$ cat config.mk
export PLATFORM = sky130hd
export DESIGN_NAME = spi_slave_endpoint
export DESIGN_NICKNAME = d
export VERILOG_FILES = /design/src/rtl/spi_slave_endpoint.sv
export SDC_FILE = /design/constraint.sdc
export NUM_CORES = 1
export LEC_CHECK = 0
export ABC_CLOCK_PERIOD_IN_PS = 8000
export CORE_MARGIN = 3
export CORE_UTILIZATION = 40
export CTS_CLUSTER_DIAMETER = 60
export DETAILED_ROUTE_END_ITERATION = 7
export PLACE_DENSITY = 0.73
export SYNTH_ARGS = -nofsm -noshare
export SYNTH_HDL_FRONTEND = slang
export SYNTH_SLANG_ARGS = --single-unit
$ cat constraint.sdc
create_clock -name clk -period 8 [get_ports clk]
set_input_delay 1.6 -clock clk [delete_from_list [all_inputs] [get_ports clk]]
set_output_delay 1.6 -clock clk [all_outputs]
set_load 0.02 [all_outputs]
$ cat src/rtl/spi_slave_endpoint.sv
// SPI slave endpoint (CPOL=0, CPHA=1, MSB first) with all SPI pins resynchronised into clk.
// The master's frame is latched into data_out on cs release; a short frame is flagged as an error.
module spi_slave_endpoint #(
  parameter int unsigned DATA_WIDTH  = 32,
  parameter int unsigned SYNC_STAGES = 2
) (
  input  logic                  clk,
  input  logic                  rst,
  input  logic [DATA_WIDTH-1:0] data_in,
  output logic [DATA_WIDTH-1:0] data_out,
  output logic                  ready,
  output logic                  frame_done,
  output logic                  frame_error,
  input  logic                  sclk,
  input  logic                  cs,
  input  logic                  mosi,
  output logic                  miso
);

  localparam int unsigned CntW = $clog2(DATA_WIDTH + 1);
  localparam logic [CntW-1:0] LastCnt = CntW'(DATA_WIDTH - 1);

  typedef enum logic [1:0] {StIdle, StShift, StDone} state_e;

  logic [SYNC_STAGES-1:0] sclk_sync_q, cs_sync_q, mosi_sync_q;
  logic                   sclk_prev_q, cs_prev_q;
  // Fills with ones after reset; cs edges count only once the chain holds real pin samples.
  logic [SYNC_STAGES:0]   fill_q;

  logic sclk_s, cs_s, mosi_s, sync_valid;
  logic sclk_rise, sclk_fall, cs_rise, cs_fall;

  assign sclk_s     = sclk_sync_q[SYNC_STAGES-1];
  assign cs_s       = cs_sync_q[SYNC_STAGES-1];
  assign mosi_s     = mosi_sync_q[SYNC_STAGES-1];
  assign sync_valid = fill_q[SYNC_STAGES];

  assign sclk_rise = sclk_s & ~sclk_prev_q;
  assign sclk_fall = ~sclk_s & sclk_prev_q;
  assign cs_rise   = cs_s & ~cs_prev_q;
  assign cs_fall   = sync_valid & ~cs_s & cs_prev_q;

  always_ff @(posedge clk or posedge rst) begin
    if (rst) begin
      sclk_sync_q <= '0;
      cs_sync_q   <= '1;
      mosi_sync_q <= '0;
      sclk_prev_q <= 1'b0;
      cs_prev_q   <= 1'b1;
      fill_q      <= '0;
    end else begin
      sclk_sync_q <= {sclk_sync_q[SYNC_STAGES-2:0], sclk};
      cs_sync_q   <= {cs_sync_q[SYNC_STAGES-2:0], cs};
      mosi_sync_q <= {mosi_sync_q[SYNC_STAGES-2:0], mosi};
      sclk_prev_q <= sclk_s;
      cs_prev_q   <= cs_s;
      fill_q      <= {fill_q[SYNC_STAGES-1:0], 1'b1};
    end
  end

  state_e                state_q, state_d;
  logic [DATA_WIDTH-1:0] tx_q, tx_d, rx_q, rx_d, data_out_q, data_out_d;
  logic [CntW-1:0]       cnt_q, cnt_d;
  logic                  miso_q, miso_d, done_q, done_d, error_q, error_d;

  always_ff @(posedge clk or posedge rst) begin
    if (rst) begin
      state_q    <= StIdle;
      tx_q       <= '0;
      rx_q       <= '0;
      data_out_q <= '0;
      cnt_q      <= '0;
      miso_q     <= 1'b0;
      done_q     <= 1'b0;
      error_q    <= 1'b0;
    end else begin
      state_q    <= state_d;
      tx_q       <= tx_d;
      rx_q       <= rx_d;
      data_out_q <= data_out_d;
      cnt_q      <= cnt_d;
      miso_q     <= miso_d;
      done_q     <= done_d;
      error_q    <= error_d;
    end
  end

  // cs edges take priority over an sclk edge seen in the same cycle.
  always_comb begin
    state_d    = state_q;
    tx_d       = tx_q;
    rx_d       = rx_q;
    data_out_d = data_out_q;
    cnt_d      = cnt_q;
    miso_d     = miso_q;
    done_d     = 1'b0;
    error_d    = 1'b0;
    case (state_q)
      StIdle: begin
        miso_d = 1'b0;
        if (cs_fall) begin
          tx_d    = data_in;
          cnt_d   = '0;
          state_d = StShift;
        end
      end
      StShift: begin
        if (cs_rise) begin
          error_d = 1'b1;
          state_d = StIdle;
        end else if (sclk_rise) begin
          miso_d = tx_q[DATA_WIDTH-1];
          tx_d   = {tx_q[DATA_WIDTH-2:0], 1'b0};
        end else if (sclk_fall) begin
          rx_d  = {rx_q[DATA_WIDTH-2:0], mosi_s};
          cnt_d = cnt_q + CntW'(1);
          if (cnt_q == LastCnt) state_d = StDone;
        end
      end
      StDone: begin
        if (cs_rise) begin
          data_out_d = rx_q;
          done_d     = 1'b1;
          state_d    = StIdle;
        end else if (sclk_rise) begin
          miso_d = 1'b0;
        end
      end
      default: state_d = StIdle;
    endcase
  end

  assign data_out    = data_out_q;
  assign ready       = (state_q == StIdle);
  assign frame_done  = done_q;
  assign frame_error = error_q;
  assign miso        = miso_q;

endmodule

==> After elaboration in Yosys (flattened, before gate mapping) <==
Cells that the tools add are included.
{ "totals": {"elab_cells": 73, "input_bits": 37, "ff_bits": 118, "output_inout_bits": 36} }
{ "op_classes": {"n_bitwise": 11, "n_reduce_logical": 9, "addsub": 1, "n_eq_ne": 14, "mux": 24} }
{ "op_table": {"columns": ["operator", "n"], "rows": [
  ["$mux 32", 3],
  ["$pmux 32 s2", 1],
  ["$mux 6", 4],
  ["$reduce_and 5->1", 3],
  ["$ne 2x2->1 const B", 7],
  ["$mux 2", 6],
  ["$pmux 6 s2", 1],
  ["$ne 3x3->1 const B", 3],
  ["$reduce_and 4->1", 2],
  ["$mux 1", 7],
  ["$add 6x1->6 const B", 1],
  ["$eq 6x5->1 const B", 1],
  ["$not 1->1", 6],
  ["$pmux 2 s3", 1],
  ["$and 1x1->1", 5],
  ["$pmux 1 s3", 1],
  ["$reduce_bool 3->1", 1],
  ["$eq 2x1->1 const B", 1],
  ["$eq 2x2->1 const B", 1],
  ["$logic_not 2->1", 1],
  ["$ne 2x1->1 const B", 1],
  ["$reduce_and 2->1", 1],
  ["$reduce_bool 2->1", 1]
]} }

==> Depth between registers and ports, before layout <==
Gate-level depths: netlist of the first run.
{ "logic_depth": {"depth_word": 6, "ltp_mapped": 6, "depth_no_buf": 4} }

==> Worst setup path before layout of the first run <==
Ideal clock, no wire load.
{ "synth_path": {"path_kind": "reg-to-output", "startpoint": "register state_q[1]", "endpoint": "output ready", "arrival_ns": 0.776, "path_slack_ns": 5.624, "required_time_ns": 6.400, "stages_incl_launch_ff": 2, "cell_sequence": "dfrtp_1 -> nor2_1"} }
{ "synth_between": {"elab_chain_len": 1} }
{ "synth_rtl": {"columns": ["item", "line_no", "rtl"], "rows": [
  ["start: declaration", "61", "state_e state_q, state_d;"],
  ["start signal: assignment", "68", "state_q <= StIdle;"],
  ["start signal: assignment", "77", "state_q <= state_d;"],
  ["$logic_not 2->1", "134", "assign ready = (state_q == StIdle);"],
  ["end: declaration", "11", "output logic ready,"]
]} }
No other way between the ends.

==> Worst setup path after layout of the first run <==
Same ends and word-level chain as after synthesis.

==> run_results.csv, run 1 <==
group,metric,value,unit
status,outcome,"finished, final reports clean",
worst_setup_path,critPathMaxFanout,7,
floorplanning,die_w,114,um
final_layout,layoutNonFillerInstCount,636,
power_and_ir_drop,p_leak,3.01,nW
floorplanning,die_area,12900,sq um
global_routing,globalRouteTotalUtil,15.4,%
clock_tree,cts_buffer_depth,2,
worst_setup_path,start_kind,"register",
min_path,hp-start,"sclk_sync_q[0]",
detailed_routing,ant_nets,0,
yosys,netlist_area,4640,sq um
floorplanning,std_cell_rows,38,
global_routing,gr-usage-met3,5.04,%
global_routing,grt_start_max_net_pins,70,
final_layout,nFillCells,891,
yosys,yosysTopAreaCell,"dfrtp_1",
place,gp_congestion,0.754,
final_layout,antenna_cells,0,
worst_setup_path,cp.required,6400,ps
clock_tree,cts_hold_repair.buffers,0,
flow_run,cap_violations,0,
timing,finalCritPeriodShare,42.1,%
final_layout,nNetsFinal,521,
place,hpwl,5830,um
global_routing,antenna_found_initial,0,
timing,drv_slew,0,
timing,worstMarginPinSlew,1200,ps
floorplanning,io_pins,73,
worst_setup_path,cp_data_arrival_time,1770,ps
timing,hold_ws,346,ps
clock_tree,clk_latency,410,ps
worst_setup_path,critical_path.max_stage_delay,690,ps
yosys,ys_warn_count,0,
worst_setup_path,ff2ff_setup_slack,4850,ps
global_routing,grt_overflow,0,
global_routing,met2_usage,25.3,%
clock_tree,cts_made_buffers,17,
detailed_routing,drc,0,
timing,final-setup-viol-count,0,
worst_setup_path,worstSetupEndpointType,"output pin",
global_routing,grt_busiest_layer,"met2",
timing,max_freq,297,MHz
global_routing,grt_pass1_wl,15500,um
power_and_ir_drop,power_density,274,nW/um^2
floorplanning,initial_core_util,41.9,%
clock_tree,cts-resized-gates,0,
worst_setup_path,crit_start,"state_q[1]",
yosys,synth_cell_types,30,
clock_tree,cts_sinks,118,
yosys,synth_edf_count,0,
detailed_routing,viasPerCell,4.86,
yosys,synth_nets,447,
worst_setup_path,path_cells,"nor2_1 -> clkdlybuf4s50_1",
detailed_routing,vias,3088,
detailed_routing,drt_iter0_drc,155,
timing,skew,4.92,ps
yosys,synth_cells,409,
yosys,synthTopCellsByArea,"dfrtp_1 62%, nand2_1 11%, mux2_2 7.8%",
yosys,synth_ff_type,"dfrtp_1",
global_routing,grt_pass1_vias,3173,
timing,hold_viol_final,0,
min_path,hp-class,"reg -> reg",
detailed_routing,drt_first_pass_iters,5,
place,port_buffers,72,
global_routing,grt_use_met1,18.8,%
yosys,syn-mean-instance-area,11.3,sq um
floorplanning,fp.coreArea,11100,sq um
yosys,synth-seq-cells,118,
worst_setup_path,crit_type,"reg -> out",
timing,setup_tns,0,ps
worst_setup_path,r2r_start,"state_q[1]",
final_layout,drive_gt1_share,14.9,%
place,dp_cells,604,
clock_tree,root_buffer,"clkbuf_16",
yosys,postSynth.asyncResetShare,100,%
place,pre_cts_slack,4580,ps
power_and_ir_drop,vdd_drop_max,147,uV
yosys,synth.top_cell.area_share,62.0,%
detailed_routing,wirelength,9150,um
clock_tree,clkTransAtPathRegs,50,ps
clock_tree,post_cts.repair.setup_buffers,0,
timing,setup_slack,4630,ps
timing,slew_headroom,20.1,%
worst_setup_path,slowest_stage,"clkdlybuf4s50_1",
final_layout,area_growth,32.5,%
floorplanning,die_height,114,um
detailed_routing,avgRoutedWirePerCell,14.4,um
timing,post-route-min-period,3370,ps
clock_tree,cts_tree,"built",
clock_tree,ctsHtreeMaxLevel,4,
yosys,seq_area_frac_synth,63.7,%
power_and_ir_drop,p_total,1.68,mW
timing,grt_setup_unrepaired,"false",
-- cells in the mapped netlist, types with 2 or more instances --
| master | instances |
|---|---|
| a21oi_1 | 2 |
| buf_1 | 2 |
| buf_2 | 3 |
| clkbuf_1 | 15 |
| dfrtp_1 | 115 |
| dfstp_2 | 3 |
| mux2_2 | 32 |
| mux2i_1 | 34 |
| nand2_1 | 139 |
| nand2b_1 | 5 |
| nand3_1 | 3 |
| nand4_1 | 2 |
| nor2_1 | 3 |
| nor2b_1 | 3 |
| o21ai_0 | 33 |
-- critical path, delay by kind of cell (launching register included) --
kind,cells,cell delay (ps)
flip-flops,1,440
buffers and inverters,1,690
AND/OR/NAND/NOR,1,230
-- per-layer routing --
layer  wire, um  vias up
met5          0        -
met4        148        0
met3        364       12
met2       4840       48
met1       3800     1522
li1           -     1506
-- layout make-up --
type | count | area [sq um] | area share [%]
sequential | 118 | 2960 | 48.1
clock inverter | 11 | 173 | 2.81
clock buffer | 21 | 470 | 7.65
timing repair buffer | 75 | 743 | 12.1
multi-input combinational | 270 | 1630 | 26.4
tap | 140 | 175 | 2.85
inverter | 1 | 6.26 | 0.102
-- cells in the final DEF, fill, tap and decap left out, types with 2 or more instances in the layout --
| cell | synthesis | final |
|---|---|---|
| dfstp_2 | 3 | 3 |
| buf_4 | 0 | 3 |
| nand3_1 | 3 | 3 |
| dfrtp_1 | 115 | 115 |
| clkinvlp_4 | 0 | 4 |
| clkdlybuf4s50_1 | 0 | 72 |
| nand4_1 | 2 | 2 |
| nor2_1 | 3 | 2 |
| mux2_2 | 32 | 32 |
| o21ai_0 | 33 | 33 |
| clkbuf_16 | 0 | 17 |
| nand2b_1 | 5 | 5 |
| nor2b_1 | 3 | 2 |
| mux2i_1 | 34 | 34 |
| a21oi_1 | 2 | 2 |
| clkbuf_8 | 0 | 3 |
| nand2_1 | 139 | 139 |
| clkinv_4 | 0 | 2 |
| bufinv_16 | 0 | 4 |
-- path summary, 6_finish.rpt --
kind / cells after the start / end
setup / recovery: 2 / ready
hold / removal: 0 / sclk_sync_q[1]
setup reg to reg: 4 / cnt_q[5]
hold reg to reg: 0 / sclk_sync_q[1]
max in group asynchronous: 3 / tx_q[14]
min in group asynchronous: 2 / data_out[15]
-- kinds of logic (layout without fill, tap and decap cells) --
logic type	count (synthesis)	after routing	share of synthesized area, %
AO/OA/AOI/OAI	39	39	4.47
adder cells (fa/ha/maj)	2	2	0.485
buffers and inverters	21	108	1.78
flip-flops	118	118	63.7
multiplexers	66	66	15.1
other	1	1	0.0808
AND/OR/NAND/NOR	162	162	14.4
-- sequential cells by signal, indices dropped and copies added (netlist names), 2 cells and up --
name and count:
data_out 32, cs_sync_q 2, fill_q 3, mosi_sync_q 2
tx_q 32, sclk_sync_q 2, cnt_q 6, state_q 2
rx_q 32
-- power breakdown --
group / leakage (nW) / switching, mW / internal, mW / total (mW)
logic: 1.15 / 0.0826 / 0.0702 / 0.153
registers: 1.56 / 0.0458 / 0.672 / 0.718
clock network: 0.302 / 0.268 / 0.546 / 0.814
-- per-stage QoR --
| stage | instance area, sq um | utilization [%] |
|---|---|---|
| global placement | 5510 | 49.7 |
| detailed placement | 5510 | 49.7 |
| floorplan | 4640 | - |
| CTS | 6150 | 55.5 |
| global route | 6150 | 55.5 |
| finish | 6150 | 55.5 |
Note: power is estimated with default switching activity, not from simulation.
==> run 2, diff against run 1 <==
--- a/config.mk
+++ b/config.mk
@@ -5,7 +5,7 @@
 export SDC_FILE = /design/constraint.sdc
 export NUM_CORES = 1
 export LEC_CHECK = 0
-export ABC_CLOCK_PERIOD_IN_PS = 8000
+export ABC_CLOCK_PERIOD_IN_PS = 3500
 export CORE_MARGIN = 3
 export CORE_UTILIZATION = 40
 export CTS_CLUSTER_DIAMETER = 60
==> constraint.sdc (replaced) <==
create_clock -name clk -period 3.5 [get_ports clk]
set_input_delay 0.7 -clock clk [delete_from_list [all_inputs] [get_ports clk]]
set_output_delay 0.7 -clock clk [all_outputs]
set_load 0.02 [all_outputs]
==> run 2 against run 1 <==
Net effect:
- sequential power increased by 130%
- critical path depth unchanged
- cell area increased by 0.92%
- die area unchanged
- clock skew increased by 1.3 ps
- count of clock-buffer cells in the layout increased by 2
- worst setup slack got worse by 3600 ps
- critical endpoint unchanged
- highest routed layer unchanged
==> run_results.csv, run 2 (same netlist as run 1, synthesis figures left out) <==
group,metric,value,unit
timing,grt_setup_unrepaired,"false",
timing,worstMarginPinSlew,914,ps
worst_setup_path,r2r_start,"state_q[1]",
global_routing,globalRouteTotalUtil,15.5,%
detailed_routing,drt_iter0_drc,187,
place,hpwl,5990,um
flow_run,cap_violations,0,
clock_tree,cts_sinks,118,
status,outcome,"finished, final reports clean",
min_path,hp-class,"reg -> reg",
final_layout,nNetsFinal,527,
global_routing,antenna_found_initial,0,
power_and_ir_drop,p_clk_share,48.3,%
power_and_ir_drop,switching_share,22.2,%
final_layout,drive_gt1_share,15.3,%
global_routing,grt_pass1_vias,3265,
clock_tree,post_cts.repair.setup_buffers,0,
timing,skew,6.24,ps
final_layout,final_common_cell,"nand2_1",
floorplanning,die_w,114,um
final_layout,antenna_cells,0,
floorplanning,die_height,114,um
timing,drv_slew,0,
place,gp_congestion,0.780,
power_and_ir_drop,vdd_drop_max,335,uV
clock_tree,ctsHtreeMaxLevel,4,
detailed_routing,vias,3137,
min_path,hp-start,"sclk_sync_q[0]",
worst_setup_path,critical_path.max_stage_delay,690,ps
final_layout,area_growth,33.7,%
floorplanning,die_area,12900,sq um
clock_tree,cts-resized-gates,0,
floorplanning,fp.coreArea,11100,sq um
global_routing,grt_pass1_wl,15600,um
detailed_routing,ant_nets,0,
worst_setup_path,path_cells,"nor2_1 -> clkdlybuf4s50_1",
worst_setup_path,cp_data_arrival_time,1770,ps
timing,finalCritPeriodShare,70.7,%
detailed_routing,drt_first_pass_iters,4,
timing,slew_headroom,38.9,%
final_layout,final_area,6210,sq um
detailed_routing,wirelength,9110,um
clock_tree,cts_buffer_depth,2,
floorplanning,initial_core_util,41.9,%
timing,final-setup-viol-count,0,
place,pre_cts_slack,1240,ps
power_and_ir_drop,intPower,3.00,mW
timing,setup_slack,1030,ps
place,port_buffers,72,
timing,hold_viol_final,0,
worst_setup_path,cp.required,2800,ps
power_and_ir_drop,power_density,621,nW/um^2
timing,max_freq,404,MHz
clock_tree,cts_made_buffers,17,
clock_tree,cts_tree,"built",
detailed_routing,viasPerCell,4.89,
power_and_ir_drop,comb_power_share,9.2,%
worst_setup_path,crit_start,"state_q[1]",
power_and_ir_drop,netSwitchingPower,857,uW
timing,hold_ws,347,ps
clock_tree,clk_latency,410,ps
final_layout,final_cell_mix,"139 x nand2_1, 115 x dfrtp_1, 72 x clkdlybuf4s50_1",
floorplanning,std_cell_rows,38,
worst_setup_path,slowest_stage,"clkdlybuf4s50_1",
worst_setup_path,crit_type,"reg -> out",
clock_tree,cts_hold_repair.buffers,0,
worst_setup_path,start_kind,"register",
timing,setup_tns,0,ps
floorplanning,io_pins,73,
power_and_ir_drop,p_leak,3.05,nW
worst_setup_path,worstSetupEndpointType,"output pin",
clock_tree,root_buffer,"clkbuf_16",
clock_tree,clkTransAtPathRegs,50,ps
global_routing,grt_start_max_net_pins,65,
detailed_routing,drc,0,
power_and_ir_drop,pwr-share-seq,42.4,%
timing,post-route-min-period,2470,ps
worst_setup_path,critPathMaxFanout,7,
place,place_area,5570,sq um
detailed_routing,avgRoutedWirePerCell,14.2,um
global_routing,grt_overflow,0,
[run 2: cell count changes in the layout (fill, tap and decap cells not counted), moves of 2 or more]
| cell | change |
|---|---|
| clkinv_4 | -2 |
| clkbuf_1 | +3 |
| buf_4 | +5 |
| clkinv_2 | +2 |
| clkinvlp_4 | -2 |
[run 2: path summary, 6_finish.rpt]
| path | to | slack [ps] | cells past startpoint |
|---|---|---|---|
| setup / recovery | ready | 1030 | 2 |
| min in group asynchronous | tx_q[24] | 830 | 2 |
| hold reg to reg | sclk_sync_q[1] | 350 | 0 |
| setup reg to reg | cnt_q[5] | 1230 | 6 |
| max in group asynchronous | tx_q[22] | 1860 | 3 |
| hold / removal | sclk_sync_q[1] | 350 | 0 |
[run 2: power groups by stage]
stage | clock network, mW | registers [mW] | logic, mW
finish | 1.86 | 1.64 | 0.356
global route | 1.96 | 1.65 | 0.409
floorplan | 0 | 1.63 | 0.250
detailed placement | 0 | 1.65 | 0.359
CTS | 1.90 | 1.64 | 0.365
global placement | 0 | 1.64 | 0.344
[run 2: metrics by stage]
stage               utilization (%)  total power, mW  instances
global route                   56.0             4.02        642
floorplan                         -             1.88        409
global placement               50.2             1.99        610
detailed placement             50.2             2.01        610
CTS                            56.0             3.90        642
finish                         56.0             3.86        642
[run 2: critical path: cells and delay by family, from the launching register on]
| kind | cells | cell delay, ps |
|---|---|---|
| buffers and inverters | 1 | 690 |
| flip-flops | 1 | 440 |
| AND/OR/NAND/NOR | 1 | 240 |
[run 2: per-layer routing]
metal	up-vias	wire (um)	global-route usage, %
li1	1534	-	-
met1	1533	3840	18.7
met2	55	4790	25.8
met3	15	314	4.67
met4	0	166	7.05
met5	-	0	0
[run 2: final cells by class]
type                            instances  area (sq um)
Fill cell                             908          4870
Tap cell                              140           175
Multi-Input combinational cell        270          1630
Sequential cell                       118          2960
Clock inverter                          9           173
Clock buffer                           23           468
Inverter                                1          7.51
Timing Repair Buffer                   81           801
==> run 3, diff against run 2 <==
--- a/config.mk
+++ b/config.mk
@@ -5,12 +5,12 @@
 export SDC_FILE = /design/constraint.sdc
 export NUM_CORES = 1
 export LEC_CHECK = 0
-export ABC_CLOCK_PERIOD_IN_PS = 3500
+export ABC_CLOCK_PERIOD_IN_PS = 2200
 export CORE_MARGIN = 3
 export CORE_UTILIZATION = 40
 export CTS_CLUSTER_DIAMETER = 60
 export DETAILED_ROUTE_END_ITERATION = 7
-export PLACE_DENSITY = 0.73
+export PLACE_DENSITY = 0.76
 export SYNTH_ARGS = -nofsm -noshare
 export SYNTH_HDL_FRONTEND = slang
 export SYNTH_SLANG_ARGS = --single-unit
==> constraint.sdc (replaced) <==
create_clock -name clk -period 2.2 [get_ports clk]
set_input_delay 0.44 -clock clk [delete_from_list [all_inputs] [get_ports clk]]
set_output_delay 0.44 -clock clk [all_outputs]
set_load 0.02 [all_outputs]
==> run 3 against run 2 <==
Net effect:
- combinational power rose by 61%
- first-iteration DRC count down 19%
- global-route usage shrank 0.21 points
- sequential power is 59% higher
- worst setup slack worse by 770 ps
- via count fell by 2.0%
- core utilization up 0.30 points
- critical endpoint unchanged
- largest power group unchanged
==> run_results.csv, run 3 (same netlist as run 1, synthesis figures left out) <==
group,metric,value,unit
status,outcome,"finished, final reports clean",
clock_tree,clk_latency,410,ps
clock_tree,root_buffer,"clkbuf_16",
clock_tree,cts_buffer_depth,2,
floorplanning,die_area,12900,sq um
detailed_routing,avgRoutedWirePerCell,14.1,um
clock_tree,ctsHtreeMaxLevel,4,
power_and_ir_drop,intPower,4.81,mW
flow_run,cap_violations,0,
detailed_routing,viasPerCell,4.79,
clock_tree,cts_hold_repair.buffers,0,
detailed_routing,ant_nets,0,
worst_setup_path,cp_data_arrival_time,1500,ps
worst_setup_path,start_kind,"register",
global_routing,grt_start_max_net_pins,81,
place,place_area,5590,sq um
power_and_ir_drop,switching_share,22.4,%
final_layout,final_cell_mix,"139 x nand2_1, 115 x dfrtp_1, 71 x clkdlybuf4s50_1",
floorplanning,io_pins,73,
place,gp_congestion,0.734,
floorplanning,initial_core_util,41.9,%
detailed_routing,vias,3075,
worst_setup_path,cp.required,1760,ps
clock_tree,cts_sinks,118,
global_routing,grt_pass1_vias,3142,
worst_setup_path,critPathMaxFanout,7,
final_layout,final_core_util,56.3,%
power_and_ir_drop,pwr-share-seq,42.0,%
clock_tree,clkTransAtPathRegs,50,ps
final_layout,final_area,6240,sq um
final_layout,area_growth,34.4,%
place,pre_cts_slack,306,ps
detailed_routing,drt_first_pass_iters,5,
global_routing,antenna_found_initial,0,
power_and_ir_drop,power_density,993,nW/um^2
place,hpwl,5840,um
timing,max_freq,515,MHz
floorplanning,die_height,114,um
final_layout,drive_gt1_share,15.3,%
detailed_routing,drc,0,
timing,hold_viol_final,0,
clock_tree,cts_tree,"built",
timing,setup_tns,0,ps
timing,setup_slack,258,ps
final_layout,final_common_cell,"nand2_1",
power_and_ir_drop,p_leak,3.07,nW
final_layout,antenna_cells,0,
detailed_routing,drt_iter0_drc,151,
floorplanning,fp.coreArea,11100,sq um
worst_setup_path,worstSetupEndpointType,"output pin",
timing,drv_slew,0,
power_and_ir_drop,vdd_drop_max,580,uV
power_and_ir_drop,comb_power_share,9.2,%
timing,post-route-min-period,1940,ps
place,port_buffers,72,
timing,final-setup-viol-count,0,
global_routing,grt_overflow,0,
floorplanning,die_w,114,um
power_and_ir_drop,p_clk_share,48.7,%
floorplanning,std_cell_rows,38,
final_layout,nNetsFinal,527,
detailed_routing,wirelength,9080,um
timing,finalCritPeriodShare,88.3,%
timing,grt_setup_unrepaired,"false",
timing,skew,4.39,ps
power_and_ir_drop,netSwitchingPower,1.39,mW
min_path,hp-class,"reg -> reg",
clock_tree,cts_made_buffers,17,
worst_setup_path,crit_type,"reg -> out",
power_and_ir_drop,p_total,6.20,mW
global_routing,grt_pass1_wl,15400,um
global_routing,globalRouteTotalUtil,15.3,%
-- run 3: cell count changes in the layout (fill, tap and decap cells not counted), sizes merged --
| cell | delta |
|---|---|
| clkinvlp | -1 |
| dlygate4sd2 | +1 |
| clkbuf | +1 |
| clkdlybuf4s50 | -1 |
-- run 3: worst max-delay path: stages, from the launching register on --
cell	delay, ps
dfrtp_1	450
nor2_1	240
dlygate4sd2_1	410
-- run 3: final timing paths --
| kind | startpoint | end | slack [ps] | depth (start not counted) |
|---|---|---|---|---|
| min reg2reg | sclk_sync_q[0] | sclk_sync_q[1] | 350 | 0 |
| max reg2reg | state_q[1] | cnt_q[5] | 280 | 5 |
| max | state_q[1] | ready | 260 | 2 |
| min in group asynchronous | rst | fill_q[1] | 510 | 3 |
| max in group asynchronous | rst | data_out[16] | 1320 | 3 |
| min | sclk_sync_q[0] | sclk_sync_q[1] | 350 | 0 |
-- run 3: area by class of cell --
type	instances	area, sq um
clock inverters	8	169
clock buffers	24	482
repair buffers	81	825
fillers	930	4840
well taps	140	175
flip-flops and latches	118	2960
inverters	1	7.51
multi-input cells	270	1630
-- run 3: power by group through the flow --
stage                     clock network [mW]  logic (mW)  registers [mW]
after floorplan                            0       0.398            2.59
after global placement                     0       0.549            2.62
after detailed placement                   0       0.577            2.63
after CTS                               3.08       0.585            2.60
after global routing                    3.19       0.654            2.64
final                                   3.02       0.572            2.60
-- run 3: through the flow --
stage,hold WS [ps],std cells
after floorplan,331,409
after detailed placement,337,610
after global placement,333,610
after global routing,354,642
final,345,642
after CTS,349,642
-- run 3: what timing repair did --
item | 4_1_cts | 5_1_grt
endpoints found under the hold margin | 0 | 0
setup buffers | 0 | 0
resized for setup | 1 | 0
setup endpoints to repair | 1 | 0
-- run 3: layer usage --
layer | vias to the layer above | GRT usage, % | wire length (um)
met5 | - | 0 | 0
met4 | 0 | 7.13 | 244
met3 | 23 | 5.20 | 340
met2 | 58 | 24.0 | 4500
met1 | 1478 | 19.2 | 4000
li1 | 1516 | - | -
